--- src/rtl/msp_enc_pkg.sv ---
// Shared types and constants for the MSP430 instruction encoder.
// Optional feature macro: MSP_ENC_SWBRK_EN (software-breakpoint encoding).
`ifndef DBG_SWBRK_OP
`define DBG_SWBRK_OP 16'h4343
`endif

package msp_enc_pkg;

    localparam int unsigned WORD_W = 16;
    localparam int unsigned OP_W   = 4;
    localparam int unsigned REG_W  = 4;
    localparam int unsigned JOFF_W = 10;
    localparam int unsigned CNT_W  = 32;

    typedef enum logic [1:0] {
        CMD_SIGOP  = 2'b00,
        CMD_JUMP   = 2'b01,
        CMD_TWOOP  = 2'b10,
        CMD_SBREAK = 2'b11
    } cmd_type_e;

    typedef enum logic [1:0] {
        ST_IDLE = 2'b00,
        ST_OPW  = 2'b01,
        ST_EXT1 = 2'b10,
        ST_EXT2 = 2'b11
    } enc_state_e;

    localparam logic [WORD_W-1:0] RETI_WORD     = 16'h1300;
    localparam logic [OP_W-1:0]   TWOOP_MIN_OP  = 4'd4;
    localparam logic [2:0]        SIGOP_RETI    = 3'd6;
    localparam logic [2:0]        SIGOP_ILLEGAL = 3'd7;

    // Command fields needed to build the opcode word
    typedef struct packed {
        cmd_type_e          ctype;
        logic [OP_W-1:0]    op;
        logic               bw;
        logic [REG_W-1:0]   src;
        logic [1:0]         src_as;
        logic [REG_W-1:0]   dst;
        logic               dst_ad;
        logic [JOFF_W-1:0]  jmp_off;
    } enc_cmd_t;

endpackage

--- src/rtl/msp_inst_encoder_if.sv ---
// Command and word-stream bus of the instruction encoder.
// Optional feature macro: MSP_ENC_SWBRK_EN (no effect on this interface).
interface msp_inst_encoder_if;
    logic        cmd_valid;
    logic        cmd_ready;
    logic [1:0]  cmd_type;
    logic [3:0]  cmd_op;
    logic        cmd_bw;
    logic [3:0]  cmd_src;
    logic [1:0]  cmd_as;
    logic [3:0]  cmd_dst;
    logic        cmd_ad;
    logic [15:0] cmd_src_ext;
    logic [15:0] cmd_dst_ext;
    logic        base_load;
    logic [15:0] base_addr;
    logic        wr_valid;
    logic        wr_ready;
    logic [15:0] wr_addr;
    logic [15:0] wr_data;
    logic        wr_last;
    logic        cmd_err;
    logic [31:0] inst_count;

    modport slave (
        input  cmd_valid, cmd_type, cmd_op, cmd_bw, cmd_src, cmd_as, cmd_dst,
               cmd_ad, cmd_src_ext, cmd_dst_ext, base_load, base_addr, wr_ready,
        output cmd_ready, wr_valid, wr_addr, wr_data, wr_last, cmd_err, inst_count
    );

    modport master (
        output cmd_valid, cmd_type, cmd_op, cmd_bw, cmd_src, cmd_as, cmd_dst,
               cmd_ad, cmd_src_ext, cmd_dst_ext, base_load, base_addr, wr_ready,
        input  cmd_ready, wr_valid, wr_addr, wr_data, wr_last, cmd_err, inst_count
    );
endinterface

--- src/rtl/msp_inst_assemble.sv ---
// Combinational opcode-word builder plus extension-word and legality flags.
// Optional feature macro: MSP_ENC_SWBRK_EN (SBREAK legal and encoded when defined).
module msp_inst_assemble
    import msp_enc_pkg::*;
(
    input  enc_cmd_t            i_cmd,
    output logic [WORD_W-1:0]   o_word_c,
    output logic                o_need_src_c,
    output logic                o_need_dst_c,
    output logic                o_illegal_c
);

    logic w_src_ext;

    // Indexed/symbolic/absolute source (As=01, not CG2) or immediate (As=11 on PC)
    assign w_src_ext = ((i_cmd.src_as == 2'b01) && (i_cmd.src != 4'd3)) ||
                       ((i_cmd.src_as == 2'b11) && (i_cmd.src == 4'd0));

    // Opcode word per command type
    always_comb begin
        o_word_c     = '0;
        o_need_src_c = 1'b0;
        o_need_dst_c = 1'b0;
        o_illegal_c  = 1'b0;
        case (i_cmd.ctype)
            CMD_TWOOP: begin
                o_word_c     = {i_cmd.op, i_cmd.src, i_cmd.dst_ad, i_cmd.bw,
                                i_cmd.src_as, i_cmd.dst};
                o_need_src_c = w_src_ext;
                o_need_dst_c = i_cmd.dst_ad;
                o_illegal_c  = (i_cmd.op < TWOOP_MIN_OP);
            end
            CMD_SIGOP: begin
                if (i_cmd.op[2:0] == SIGOP_RETI) begin
                    o_word_c = RETI_WORD;
                end else begin
                    o_word_c     = {6'b000100, i_cmd.op[2:0], i_cmd.bw,
                                    i_cmd.src_as, i_cmd.src};
                    o_need_src_c = w_src_ext;
                end
                o_illegal_c = (i_cmd.op[2:0] == SIGOP_ILLEGAL);
            end
            CMD_JUMP: begin
                o_word_c = {3'b001, i_cmd.op[2:0], i_cmd.jmp_off};
            end
            CMD_SBREAK: begin
`ifdef MSP_ENC_SWBRK_EN
                o_word_c = `DBG_SWBRK_OP;
`else
                o_illegal_c = 1'b1;
`endif
            end
        endcase
    end

endmodule

--- src/rtl/msp_inst_encoder.sv ---
// MSP430 instruction encoder: accepts one command, streams its opcode and
// extension words with byte addresses, counts completed instructions.
// Optional feature macro: MSP_ENC_SWBRK_EN (SBREAK emits `DBG_SWBRK_OP).
module msp_inst_encoder
    import msp_enc_pkg::*;
#(
    parameter logic [15:0] RESET_ADDR = 16'hF000
) (
    input  logic                mclk,
    input  logic                puc,
    msp_inst_encoder_if.slave   bus
);

    enc_cmd_t           w_cmd;
    logic [WORD_W-1:0]  w_word;
    logic               w_need_src;
    logic               w_need_dst;
    logic               w_illegal;
    logic               w_cmd_ready;
    logic               w_accept;
    logic               w_wr_hs;

    enc_state_e         r_state;
    logic               r_wr_valid;
    logic               r_wr_last;
    logic [WORD_W-1:0]  r_wr_data;
    logic [WORD_W-1:0]  r_wr_addr;
    logic [CNT_W-1:0]   r_inst_count;
    logic               r_cmd_err;
    logic               r_need_src;
    logic               r_need_dst;
    logic [WORD_W-1:0]  r_src_ext;
    logic [WORD_W-1:0]  r_dst_ext;

    // Pack the command bus for the assembler
    always_comb begin
        w_cmd.ctype   = cmd_type_e'(bus.cmd_type);
        w_cmd.op      = bus.cmd_op;
        w_cmd.bw      = bus.cmd_bw;
        w_cmd.src     = bus.cmd_src;
        w_cmd.src_as  = bus.cmd_as;
        w_cmd.dst     = bus.cmd_dst;
        w_cmd.dst_ad  = bus.cmd_ad;
        w_cmd.jmp_off = bus.cmd_dst_ext[JOFF_W-1:0];
    end

    msp_inst_assemble u_assemble (
        .i_cmd        (w_cmd),
        .o_word_c     (w_word),
        .o_need_src_c (w_need_src),
        .o_need_dst_c (w_need_dst),
        .o_illegal_c  (w_illegal)
    );

    // Ready is a pure decode of the state register, gated off during reset
    assign w_cmd_ready = (r_state == ST_IDLE) & ~puc;
    assign w_accept    = bus.cmd_valid & w_cmd_ready;
    assign w_wr_hs     = r_wr_valid & bus.wr_ready;

    // Encoder FSM with registered word-stream outputs
    always_ff @(posedge mclk or posedge puc) begin
        if (puc) begin
            r_state      <= ST_IDLE;
            r_wr_valid   <= 1'b0;
            r_wr_last    <= 1'b0;
            r_wr_data    <= '0;
            r_wr_addr    <= RESET_ADDR;
            r_inst_count <= '0;
            r_cmd_err    <= 1'b0;
            r_need_src   <= 1'b0;
            r_need_dst   <= 1'b0;
            r_src_ext    <= '0;
            r_dst_ext    <= '0;
        end else begin
            r_cmd_err <= 1'b0;
            if (r_state == ST_IDLE) begin
                if (bus.base_load) begin
                    r_wr_addr <= bus.base_addr;
                end
                if (w_accept) begin
                    if (w_illegal) begin
                        r_cmd_err <= 1'b1;
                    end else begin
                        r_state    <= ST_OPW;
                        r_wr_valid <= 1'b1;
                        r_wr_data  <= w_word;
                        r_wr_last  <= ~(w_need_src | w_need_dst);
                        r_need_src <= w_need_src;
                        r_need_dst <= w_need_dst;
                        r_src_ext  <= bus.cmd_src_ext;
                        r_dst_ext  <= bus.cmd_dst_ext;
                    end
                end
            end else if (w_wr_hs) begin
                r_wr_addr <= r_wr_addr + 16'd2;
                if (r_wr_last) begin
                    r_state      <= ST_IDLE;
                    r_wr_valid   <= 1'b0;
                    r_wr_last    <= 1'b0;
                    r_inst_count <= r_inst_count + 32'd1;
                end else if ((r_state == ST_OPW) && r_need_src) begin
                    r_state   <= ST_EXT1;
                    r_wr_data <= r_src_ext;
                    r_wr_last <= ~r_need_dst;
                end else begin
                    r_state   <= ST_EXT2;
                    r_wr_data <= r_dst_ext;
                    r_wr_last <= 1'b1;
                end
            end
        end
    end

    assign bus.cmd_ready  = w_cmd_ready;
    assign bus.wr_valid   = r_wr_valid;
    assign bus.wr_addr    = r_wr_addr;
    assign bus.wr_data    = r_wr_data;
    assign bus.wr_last    = r_wr_last;
    assign bus.cmd_err    = r_cmd_err;
    assign bus.inst_count = r_inst_count;

endmodule

--- src/flat_wrapper.sv ---
// flat-port wrapper written by rule: the top's interface ports become plain ports
module msp_inst_encoder_flat import msp_enc_pkg::*;
#(
    parameter logic [15:0] RESET_ADDR = 16'hF000
)
  (mclk, puc, bus_cmd_valid, bus_cmd_type, bus_cmd_op, bus_cmd_bw, bus_cmd_src, bus_cmd_as, bus_cmd_dst, bus_cmd_ad, bus_cmd_src_ext, bus_cmd_dst_ext, bus_base_load, bus_base_addr, bus_wr_ready, bus_cmd_ready, bus_wr_valid, bus_wr_addr, bus_wr_data, bus_wr_last, bus_cmd_err, bus_inst_count);
  msp_inst_encoder_if bus_i ();
  input  logic mclk;
  input  logic puc;
  input wire logic [$bits(bus_i.cmd_valid)-1:0] bus_cmd_valid;
  input wire logic [$bits(bus_i.cmd_type)-1:0] bus_cmd_type;
  input wire logic [$bits(bus_i.cmd_op)-1:0] bus_cmd_op;
  input wire logic [$bits(bus_i.cmd_bw)-1:0] bus_cmd_bw;
  input wire logic [$bits(bus_i.cmd_src)-1:0] bus_cmd_src;
  input wire logic [$bits(bus_i.cmd_as)-1:0] bus_cmd_as;
  input wire logic [$bits(bus_i.cmd_dst)-1:0] bus_cmd_dst;
  input wire logic [$bits(bus_i.cmd_ad)-1:0] bus_cmd_ad;
  input wire logic [$bits(bus_i.cmd_src_ext)-1:0] bus_cmd_src_ext;
  input wire logic [$bits(bus_i.cmd_dst_ext)-1:0] bus_cmd_dst_ext;
  input wire logic [$bits(bus_i.base_load)-1:0] bus_base_load;
  input wire logic [$bits(bus_i.base_addr)-1:0] bus_base_addr;
  input wire logic [$bits(bus_i.wr_ready)-1:0] bus_wr_ready;
  output wire logic [$bits(bus_i.cmd_ready)-1:0] bus_cmd_ready;
  output wire logic [$bits(bus_i.wr_valid)-1:0] bus_wr_valid;
  output wire logic [$bits(bus_i.wr_addr)-1:0] bus_wr_addr;
  output wire logic [$bits(bus_i.wr_data)-1:0] bus_wr_data;
  output wire logic [$bits(bus_i.wr_last)-1:0] bus_wr_last;
  output wire logic [$bits(bus_i.cmd_err)-1:0] bus_cmd_err;
  output wire logic [$bits(bus_i.inst_count)-1:0] bus_inst_count;
  assign bus_i.cmd_valid = bus_cmd_valid;
  assign bus_i.cmd_type = bus_cmd_type;
  assign bus_i.cmd_op = bus_cmd_op;
  assign bus_i.cmd_bw = bus_cmd_bw;
  assign bus_i.cmd_src = bus_cmd_src;
  assign bus_i.cmd_as = bus_cmd_as;
  assign bus_i.cmd_dst = bus_cmd_dst;
  assign bus_i.cmd_ad = bus_cmd_ad;
  assign bus_i.cmd_src_ext = bus_cmd_src_ext;
  assign bus_i.cmd_dst_ext = bus_cmd_dst_ext;
  assign bus_i.base_load = bus_base_load;
  assign bus_i.base_addr = bus_base_addr;
  assign bus_i.wr_ready = bus_wr_ready;
  assign bus_cmd_ready = bus_i.cmd_ready;
  assign bus_wr_valid = bus_i.wr_valid;
  assign bus_wr_addr = bus_i.wr_addr;
  assign bus_wr_data = bus_i.wr_data;
  assign bus_wr_last = bus_i.wr_last;
  assign bus_cmd_err = bus_i.cmd_err;
  assign bus_inst_count = bus_i.inst_count;
  msp_inst_encoder #(.RESET_ADDR(RESET_ADDR)) u_core (.mclk(mclk), .puc(puc), .bus(bus_i));
endmodule
--- config.mk ---
export PLATFORM = sky130hd
export DESIGN_NAME = msp_inst_encoder_flat
export DESIGN_NICKNAME = d
export VERILOG_FILES = /design/src/rtl/msp_enc_pkg.sv /design/src/rtl/msp_inst_encoder_if.sv /design/src/rtl/msp_inst_assemble.sv /design/src/rtl/msp_inst_encoder.sv /design/src/flat_wrapper.sv
export SDC_FILE = /design/constraint.sdc
export NUM_CORES = 1
export LEC_CHECK = 0
export ABC_AREA = 1
export CAP_MARGIN = 30
export CELL_PAD_IN_SITES_DETAIL_PLACEMENT = 0
export CELL_PAD_IN_SITES_GLOBAL_PLACEMENT = 1
export CORE_MARGIN = 4
export CORE_UTILIZATION = 38
export DETAILED_ROUTE_END_ITERATION = 10
export PLACE_DENSITY_LB_ADDON = 0.1
export RECOVER_POWER = 100
export SETUP_SLACK_MARGIN = 0.4
export SLEW_MARGIN = 5
export SYNTH_ARGS = -nofsm -noshare
export SYNTH_HDL_FRONTEND = slang
export SYNTH_SLANG_ARGS = --single-unit
--- constraint.sdc ---
create_clock -name mclk -period 8.1 [get_ports mclk]
set_input_delay 1.215 -clock mclk [delete_from_list [all_inputs] [get_ports mclk]]
set_output_delay 1.215 -clock mclk [all_outputs]
set_load 0.01 [all_outputs]
# [Word-level counts from Yosys, hierarchy flattened]
# Cells that the tools add are included.
# Widths: inputs -> output; s select.
[word_totals] reg_bits=103 elab_cells=86 out_inout_bits=68 inputBits=71
[classes] n_bitwise=9 mux=35 n_reduce_logical=15 n_eq_ne=13 order_cmp=1 addsub=2
[ops] cell="$mux 16" n=9
[ops] cell="$pmux 16 s3" n=1
[ops] cell="$add 32x1->32 const B" n=1
[ops] cell="$mux 1" n=17
[ops] cell="$add 16x2->16 const B" n=1
[ops] cell="$mux 10" n=1
[ops] cell="$mux 2" n=5
[ops] cell="$reduce_and 3->1" n=3
[ops] cell="$reduce_and 4->1" n=2
[ops] cell="$eq 2x1->1 const B" n=3
[ops] cell="$eq 2x2->1 const B" n=3
[ops] cell="$eq 3x3->1 const B" n=2
[ops] cell="$ne 2x2->1 const B" n=3
[ops] cell="$not 1->1" n=5
[ops] cell="$logic_not 2->1" n=2
[ops] cell="$logic_not 4->1" n=1
[ops] cell="$lt 4x3->1 const B" n=1
[ops] cell="$ne 4x2->1 const B" n=1
[ops] cell="$reduce_bool 2->1" n=2
[ops] cell="$and 1x1->1" n=3
[ops] cell="$logic_and 1x1->1" n=3
[ops] cell="$pmux 1 s3" n=1
[ops] cell="$ne 2x1->1 const B" n=1
[ops] cell="$pmux 1 s2" n=1
[ops] cell="other kinds (3)" n=3

# [Longest topological paths before layout]
# Gate-level depths: netlist of run 1.
[logic_depth] depth_word=10 ltp_mapped=10 depth_no_buf=10

# [Hierarchy]
# From an unflattened synthesis of run 1, not the netlist that was laid out.
[unflattened] hier_cells=773 area_unflattened_um2=5691.7
[modules_own_cells] mod="msp_inst_encoder" area_each_um2=5327.6 n_inst=1 seq_area_each_um2=2582.5 cells_each=693
[modules_own_cells] mod="msp_inst_assemble" area_each_um2=364.1 n_inst=1 seq_area_each_um2=0.0 cells_each=80

# [Worst setup path after synthesis of run 1]
# OpenSTA, ideal clock, no wires.
[synth_path] kind="input to register" from="input puc" to="register u_core.r_wr_data[0] (netlist: u_core.bus.wr_data[0])" path_buffers=1 t_required_ns=7.984 setup_time_ns=0.116 path_stages=7 slack_ns=3.619 arrival_ns=4.365 path_cell_list="inv_1 > nand3_1 > o21ai_0 > nand2_4 > buf_4 > nand2_1 > nand2_1"
[synth_via] elab_chain_len=5
[synth_lines] item="start, declared" line="flat_wrapper.sv:9" rtl="input logic puc;"
[synth_lines] item="$not 1->1" line="msp_inst_encoder.sv:56" rtl="assign w_cmd_ready = (r_state == ST_IDLE) & ~puc;"
[synth_lines] item="$and 1x1->1" line="msp_inst_encoder.sv:56"
[synth_lines] item="$and 1x1->1" line="msp_inst_encoder.sv:57" rtl="assign w_accept = bus.cmd_valid & w_cmd_ready;"
[synth_lines] item="$ne 2x1->1 (no source line)"
[synth_lines] item="$reduce_and 4->1 (no source line)"
[synth_lines] item="end signal, assigned" line="msp_inst_encoder.sv:86" rtl="r_wr_data <= w_word;"
[synth_lines] item="end signal, assigned" line="msp_inst_encoder.sv:103" rtl="r_wr_data <= r_src_ext;"
[synth_lines] item="end signal, assigned" line="msp_inst_encoder.sv:107" rtl="r_wr_data <= r_dst_ext;"
[synth_lines] item="end, declared" line="msp_inst_encoder.sv:26" rtl="logic [WORD_W-1:0] r_wr_data;"
# Every way passes these cells.
# A chain may end at the register's enable or synchronous reset.

# [Final worst setup path of run 1]
[layout_path] from="input puc" to="register u_core.r_dst_ext[2]"
[layout_via] elab_chain_len=4
[layout_lines] item="$not 1->1" line="msp_inst_encoder.sv:56"
[layout_lines] item="$and 1x1->1" line="msp_inst_encoder.sv:56"
[layout_lines] item="$and 1x1->1" line="msp_inst_encoder.sv:57"
[layout_lines] item="$reduce_and 3->1 (no source line)"
[layout_lines] item="end signal, assigned" line="msp_inst_encoder.sv:91" rtl="r_dst_ext <= bus.cmd_dst_ext;"
[layout_lines] item="end, declared" line="msp_inst_encoder.sv:33" rtl="logic [WORD_W-1:0] r_dst_ext;"
# Every way passes these cells.

==> results of run 1 <==
per-layer routing:
layer  up-vias  global-route usage [%]  routed length, um  share of wire (%)
met5         -                       0                  0                  0
met4         0                    5.89                216                1.3
met3        12                    3.02                641                3.8
met2       134                    28.9               7150                 43
met1      2529                    29.3               8640                 52
li1       2881                       -                  -                  -
flip-flops by register name (all words and copies together) (netlist names):
register               flops
u_core.bus.wr_addr        16
u_core.bus.wr_valid        1
u_core.bus.wr_data        16
u_core.bus.cmd_err         1
u_core.r_src_ext          16
u_core.r_need_src          1
u_core.bus.inst_count     32
u_core.r_dst_ext          16
u_core.bus.wr_last         1
u_core.r_need_dst          1
u_core.r_state             2
worst min-delay path by stage:
stage	start	endpoint	slack (ns)	depth (start not counted)
finish	u_core.bus.wr_data[1]$_DFFE_PP0P_	u_core.bus.wr_data[1]$_DFFE_PP0P_	0.48	2
global route	u_core.bus.wr_data[7]$_DFFE_PP0P_	u_core.bus.wr_data[7]$_DFFE_PP0P_	0.51	2
CTS	u_core.bus.wr_data[11]$_DFFE_PP0P_	u_core.bus.wr_data[11]$_DFFE_PP0P_	0.49	2
detailed placement	u_core.bus.wr_data[7]$_DFFE_PP0P_	u_core.bus.wr_data[7]$_DFFE_PP0P_	0.47	2
global placement	u_core.r_dst_ext[11]$_DFFE_PP0P_	u_core.r_dst_ext[11]$_DFFE_PP0P_	0.46	2
floorplan	u_core.r_dst_ext[10]$_DFFE_PP0P_	u_core.r_dst_ext[10]$_DFFE_PP0P_	0.45	2
stage by stage:
stage	cell area, um^2	utilization [%]
global placement	7330	49.7
global route	7590	51.5
detailed placement	7350	49.8
finish	7590	51.5
CTS	7660	51.9
floorplan	5820	-
kinds of logic after synthesis:
group	after synthesis
XOR/XNOR	15
multiplexers	1
buffers and inverters	121
adder cells (fa/ha/maj)	2
AO/OA/AOI/OAI	108
flip-flops	103
AND/OR/NAND/NOR	481
layout make-up:
cell class / instances / area [um^2] / share of cell area, %
clock buffer: 9 / 225 / 2.97
clock inverter: 7 / 85.1 / 1.12
sequential: 103 / 2580 / 34.0
tap: 184 / 230 / 3.03
inverter: 98 / 372 / 4.89
multi-input combinational: 607 / 2680 / 35.3
timing repair buffer: 141 / 1420 / 18.7
cells in the mapped netlist:
master / number
a21oi_1: 26
a22oi_1: 3
a31oi_1: 1
buf_2: 13
buf_4: 2
buf_6: 2
clkbuf_1: 6
clkinv_1: 2
dfrtp_1: 99
dfstp_2: 4
ha_1: 2
inv_1: 92
inv_2: 3
inv_4: 1
mux2_2: 1
nand2_1: 302
nand2_2: 1
nand2_4: 3
nand3_1: 51
nand3_2: 2
nand3_4: 1
nand3b_1: 4
nand4_1: 11
nor2_1: 92
nor2_2: 2
nor2_4: 5
nor3_1: 5
nor3b_1: 1
o211ai_1: 3
o21ai_0: 72
o21ai_1: 1
o21bai_1: 1
o22ai_1: 1
or2_2: 1
xnor2_1: 7
xor2_1: 8
power groups by stage:
stage | Clock [mW] | Combinational (mW) | Sequential (mW)
finish | 0.462 | 0.907 | 0.837
global route | 0.496 | 1.02 | 0.862
CTS | 0.474 | 0.965 | 0.844
detailed placement | 0 | 0.960 | 0.852
global placement | 0 | 0.943 | 0.846
floorplan | 0 | 0.558 | 0.856
worst max-delay path: cells and delay by family:
kind            cells  cell delay [ns]
simple gates        3             1.24
buf+inv             4             2.46
compound gates      1             0.14
==> metrics, run 1 <==
max_slew headroom -28.4%; All-Layer GR Usage 19.5%; CP Launch Type input port; largest fanout on the critical path 56; Layout Skew 0.00829 ns; post-route DRC violation count 0; Worst Reg-to-Reg Cells 8; Hold Vio Cnt, Final 0; Slew Viols, Final 45; Comb pwr share 41.1%; IO Count 139; Seq pwr share between 30 and 40%; slew of the pin with the lowest slew margin around 1.9 ns; clk sinks 103; final WL roughly 17 mm; largest net degree at the start of global routing 62; Net Count, Synth 904; Final setup violation count 0; Leakage 3.72 nW; Post-Synth Adder-Cell Area less than 1%; Crit path required time 8.38 ns; Reg-to-Reg End u_core.bus.inst_count[31]$_DFFE_PP0P_; Diodes inserted 0; Tot Pwr 2.21 mW; Area Overhead vs Synth 30.4%; crit path from puc; Starting Density between 30% and 40%; commonest cells after routing, fill and taps aside nand2_1 (304), dfrtp_1 (99), nor2_1 (97); vias per inst 4.84; CP Capture Point u_core.r_dst_ext[2]$_DFFE_PP0P_; CP endpoint kind register; CTS resizes 0; Seq/Total Area, Yosys 44.3%; Reg-to-Reg Start u_core.r_state[0]$_DFFE_PP0P_; hold slack final 0.476 ns; min cycle time layout 4.80 ns; TNS Setup 0 ns; Pint 1.31 mW; largest family of logic cells by synthesized area simple AND/OR/NAND/NOR gates; Clock power frac 20.9%; Synth Instances 831; CTS Root Cell clkbuf_16; fmax 0.208 GHz; xor-xnor portion of the synthesized cell area 2.26%; vias in the first global route around 5400; CTS tree built; max incr delay on CP 1.46 ns; synth top area cells dfrtp_1 (43%), nand2_1 (19%), o21ai_0 (6.2%); routed len/inst 14.5 um; post-placement cell count 1133; Clock Latency Late Sink 0.36 ns; CTS clk-pin slew, worst paths approximately 0.080 ns; Final Cycle Share ~59%; initial antenna violation count 0; first-pass GRT wire length 27.6 mm; share of the synthesized area in the top cell type 42.5%; Buffers on Ports roughly 140; nets 1033; failing checks capacitance limit, slew limit; post-synth cell types 36; Place WS 4.54 ns; Synth warnings 0; outcome complete, but fails checks; R2R Setup Slk 5.62 ns; maximum clock path buffer count 2; number of setup buffers added after CTS 0; critical path class input port to register; MaxCap Viol Count 1; RSZ-0062 raised after global routing no; CP dominant cell by count nand3_1; htree depth 3; cts bufs inserted 9; NetSw 894 uW; Post-DP HPWL about 13 mm; Final WS setup 3.30 ns; Initial DRC Count between 300 and 400; simple-gate share of the synthesized area 34.7%; Vias approximately 5600; Crit path arrival time between 5 and 6 ns; Die X 132 um; Post-Layout Cell Count 1149; power density cells 291 mW/mm^2; hold_buf cts 0; mux contribution to synthesized area less than 1%; top cell type by total area after synthesis dfrtp_1; layout cells sized above 1 3.42%; die area 0.0174 mm^2; Final Wtd Congestion 0.870; Core ar. 0.0148 mm^2; Routed Antenna Nets 0; Seq cells post-synth 103; Slowest cell on crit path clkinvlp_2; die height 132 um; cell-by-cell trace of the critical path dlygate4sd3_1 > clkinvlp_2 > nand3_1 > clkinv_1 > nand3_1 > buf_12 > nor2_1 > a21oi_1; Hold/Removal Path Class register to register; Synth Area in Compound Gates 9.62%; Syn Area/Cell 7.01 um^2; Sw Share between 40% and 50%; largest vdd supply drop 0.000132 V; commonest non-fill, non-tap cell in the layout nand2_1; cell area after synthesis ~0.0058 mm^2; FILL cells 1485; Pre-antenna DRT Iters 4; Core Rows 44; GRT overflow 0
(Power assumes the default switching activity.)
==> inputs of run 2 (changes only) <==
--- a/config.mk
+++ b/config.mk
@@ -10,7 +10,7 @@
 export CELL_PAD_IN_SITES_DETAIL_PLACEMENT = 0
 export CELL_PAD_IN_SITES_GLOBAL_PLACEMENT = 1
 export CORE_MARGIN = 4
-export CORE_UTILIZATION = 38
+export CORE_UTILIZATION = 32
 export DETAILED_ROUTE_END_ITERATION = 10
 export PLACE_DENSITY_LB_ADDON = 0.1
 export RECOVER_POWER = 100
==> constraint.sdc (replaced) <==
create_clock -name mclk -period 4.1 [get_ports mclk]
set_input_delay 0.615 -clock mclk [delete_from_list [all_inputs] [get_ports mclk]]
set_output_delay 0.615 -clock mclk [all_outputs]
set_load 0.01 [all_outputs]
==> run 2 against run 1 <==
Effect of this change: wire length rose by 2.9%; global-route usage fell by 2.1 points; clock power rose by 79%; largest cell class unchanged; hold slack got worse by 0.0015 ns; critical path depth rose by 1; largest power group unchanged; setup slack got worse by 2.2 ns; the run now ends clean; first-iteration DRC count fell by 27%; die area rose by 18%; combinational power rose by 97%.
==> metrics, run 2 (synthesis gave the netlist of run 1 again) <==
Layout Skew 0.0102 ns (+0.00188 ns); Sw Share 40.9% (+0.37 points); hold_buf cts 0 (unchanged); highest routed layer met4; met3 wire len 719 um (+12%); Starting Density 32.5% (-6.9 points); maximum clock path buffer count 2 (unchanged); routed wl met2 6.93 mm (-3.1%); fmax 0.336 GHz; Reg-to-Reg Start u_core.r_state[0]$_DFFE_PP0P_; clk sinks 103 (unchanged); Slowest cell on crit path clkinvlp_2; first-pass GRT wire length 28.0 mm (+1.6%); Hold/Removal Path Class register to register; cell-by-cell trace of the critical path clkdlybuf4s50_1 > nor2_1 > nand3_1 > nand3_1 > nand2_1 > nand2_1 > clkinvlp_2 > nand2_1 > nand2_1; die height 143 um (+8.4%); All-Layer GR Usage 17.4% (-2.1 points); number of setup buffers added after CTS 0 (unchanged); Comb pwr share 41.9% (+0.8 points); max incr delay on CP 0.61 ns (-0.85 ns); CTS clk-pin slew, worst paths 0.07 ns (about the same); Crit path required time 4.33 ns (-4.05 ns); Seq pwr share 38.7% (+0.8 points); Clock power frac 19.4% (-1.5 points); RSZ-0062 raised after global routing no; Diodes inserted 0 (unchanged); Slew Viols, Final 0 (-100%); Final Cycle Share 72.7%; Pint 2.52 mW (+92%); largest fanout on the critical path 18 (-68%); Core Rows 49 (+11%); htree depth 3 (unchanged); max_slew headroom 2.29% (+31 points); layout cells sized above 1 3.42% (-0.0035 points); Hold Vio Cnt, Final 0 (unchanged); TNS Setup 0 ns (unchanged); outcome completed; initial antenna violation count 0 (unchanged); die area 0.0204 mm^2 (+18%); Place WS 1.32 ns (-3.22 ns); nets 1034 (+0.097%); CTS resizes 0 (unchanged); min cycle time layout 2.98 ns; NetSw 1.74 mW (+95%); final WL 17.1 mm (+2.9%); Final WS setup 1.12 ns (-2.18 ns); vias per inst 4.50 (-6.8%); power density cells 561 mW/mm^2 (+93%); Leakage 3.69 nW (-0.88%); vias in the first global route 5170 (-3.5%); Core ar. 0.0179 mm^2 (+21%); routed len/inst 14.3 um (-1.1%); max reg flops 32 (unchanged); CP Launch Type input port; Vias 5383 (-3.1%); Post-DP HPWL 13.1 mm (+1.7%); MaxCap Viol Count 0 (-1); largest vdd supply drop 0.000297 V (+130%); Final Wtd Congestion 0.835 (-4.0%); Post-Layout Cell Count 1195 (+4.0%); Pre-antenna DRT Iters 5 (+1); CTS tree built; slew of the pin with the lowest slew margin 1.47 ns (-0.450 ns); met1 WL 9.23 mm (+6.8%); Clock Latency Late Sink 0.35 ns (about the same); post-route DRC violation count 0 (unchanged); commonest non-fill, non-tap cell in the layout nand2_1; CP endpoint kind register; cts bufs inserted 9 (unchanged); IO Count 139 (unchanged); Die X 143 um (+8.4%); Crit path max-delay family simple AND/OR/NAND/NOR gates; crit path from bus_cmd_type[0]; largest net degree at the start of global routing 60 (-3.2%); Crit path arrival time 3.21 ns (-1.87 ns); FILL cells 1895 (+28%); commonest cells after routing, fill and taps aside nand2_1 (304), dfrtp_1 (99), nor2_1 (98); critical path class input port to register; WP buf/inv 2 (-2); HP Start u_core.bus.wr_data[10]$_DFFE_PP0P_; CTS Root Cell clkbuf_16; Routed Antenna Nets 0 (unchanged); CP dominant cell by count nand2_1; Buffers on Ports 138 (unchanged); Final setup violation count 0 (unchanged); Area Overhead vs Synth 30.5%; GRT overflow 0 (unchanged); Initial DRC Count 257 (-27%); post-placement cell count 1179 (+4.1%)
-- run 2: changes by cell type in the layout (fill, tap and decap cells not counted), moves of 2 or more --
| cell | delta |
|---|---|
| clkdlybuf4s50_1 | +2 |
| clkinvlp_4 | +2 |
| inv_6 | -2 |
| dlygate4sd3_1 | -2 |
-- run 2: stage by stage --
step | power [mW] | area (um^2) | hold WS, ns | utilization [%]
floorplan | 2.80 | 5830 | 0.448 | -
finish | 4.26 | 7600 | 0.475 | 42.5
CTS | 4.44 | 7680 | 0.485 | 42.9
global placement | 3.58 | 7400 | 0.463 | 41.3
detailed placement | 3.58 | 7400 | 0.468 | 41.3
global route | 4.66 | 7600 | 0.500 | 42.5
-- run 2: area by class of cell --
type / instances / area, um^2 / share of cell area [%]
inverter: 98 / 370 / 4.87
clock buffer: 9 / 225 / 2.96
tap: 229 / 287 / 3.77
timing repair buffer: 142 / 1410 / 18.5
sequential: 103 / 2580 / 34.0
clock inverter: 7 / 55.1 / 0.724
multi-input combinational: 607 / 2670 / 35.2
-- run 2: layer usage --
metal	global-route usage [%]	vias to the layer above
met5	0	-
met4	5.10	0
li1	-	2870
met2	23.9	104
met3	2.75	14
met1	27.6	2395
-- run 2: worst min-delay path, stage by stage (launching register included) --
cell,delay [ns]
dfrtp_1,0.34
nand2_1,0.05
nand2_1,0.05
-- run 2: path summary, 6_finish.rpt --
| kind | slack (ns) | depth (start not counted) | endpoint |
|---|---|---|---|
| setup / recovery | 1.12 | 9 | u_core.bus.wr_data[3]$_DFFE_PP0P_ |
| hold / removal | 0.47 | 2 | u_core.bus.wr_data[10]$_DFFE_PP0P_ |
| setup reg to reg | 1.22 | 7 | u_core.r_dst_ext[7]$_DFFE_PP0P_ |
| hold reg to reg | 0.47 | 2 | u_core.bus.wr_data[10]$_DFFE_PP0P_ |
| max in group asynchronous | 1.26 | 4 | u_core.bus.wr_data[9]$_DFFE_PP0P_ |
| min in group asynchronous | 0.99 | 3 | u_core.bus.wr_addr[9]$_DFFE_PP0P_ |
-- run 2: power by group through the flow --
stage	Combinational (mW)	Clock [mW]	Sequential (mW)
floorplan	1.10	0	1.69
finish	1.79	0.828	1.65
detailed placement	1.90	0	1.68
global placement	1.90	0	1.68
global route	2.06	0.895	1.70
CTS	1.91	0.861	1.66
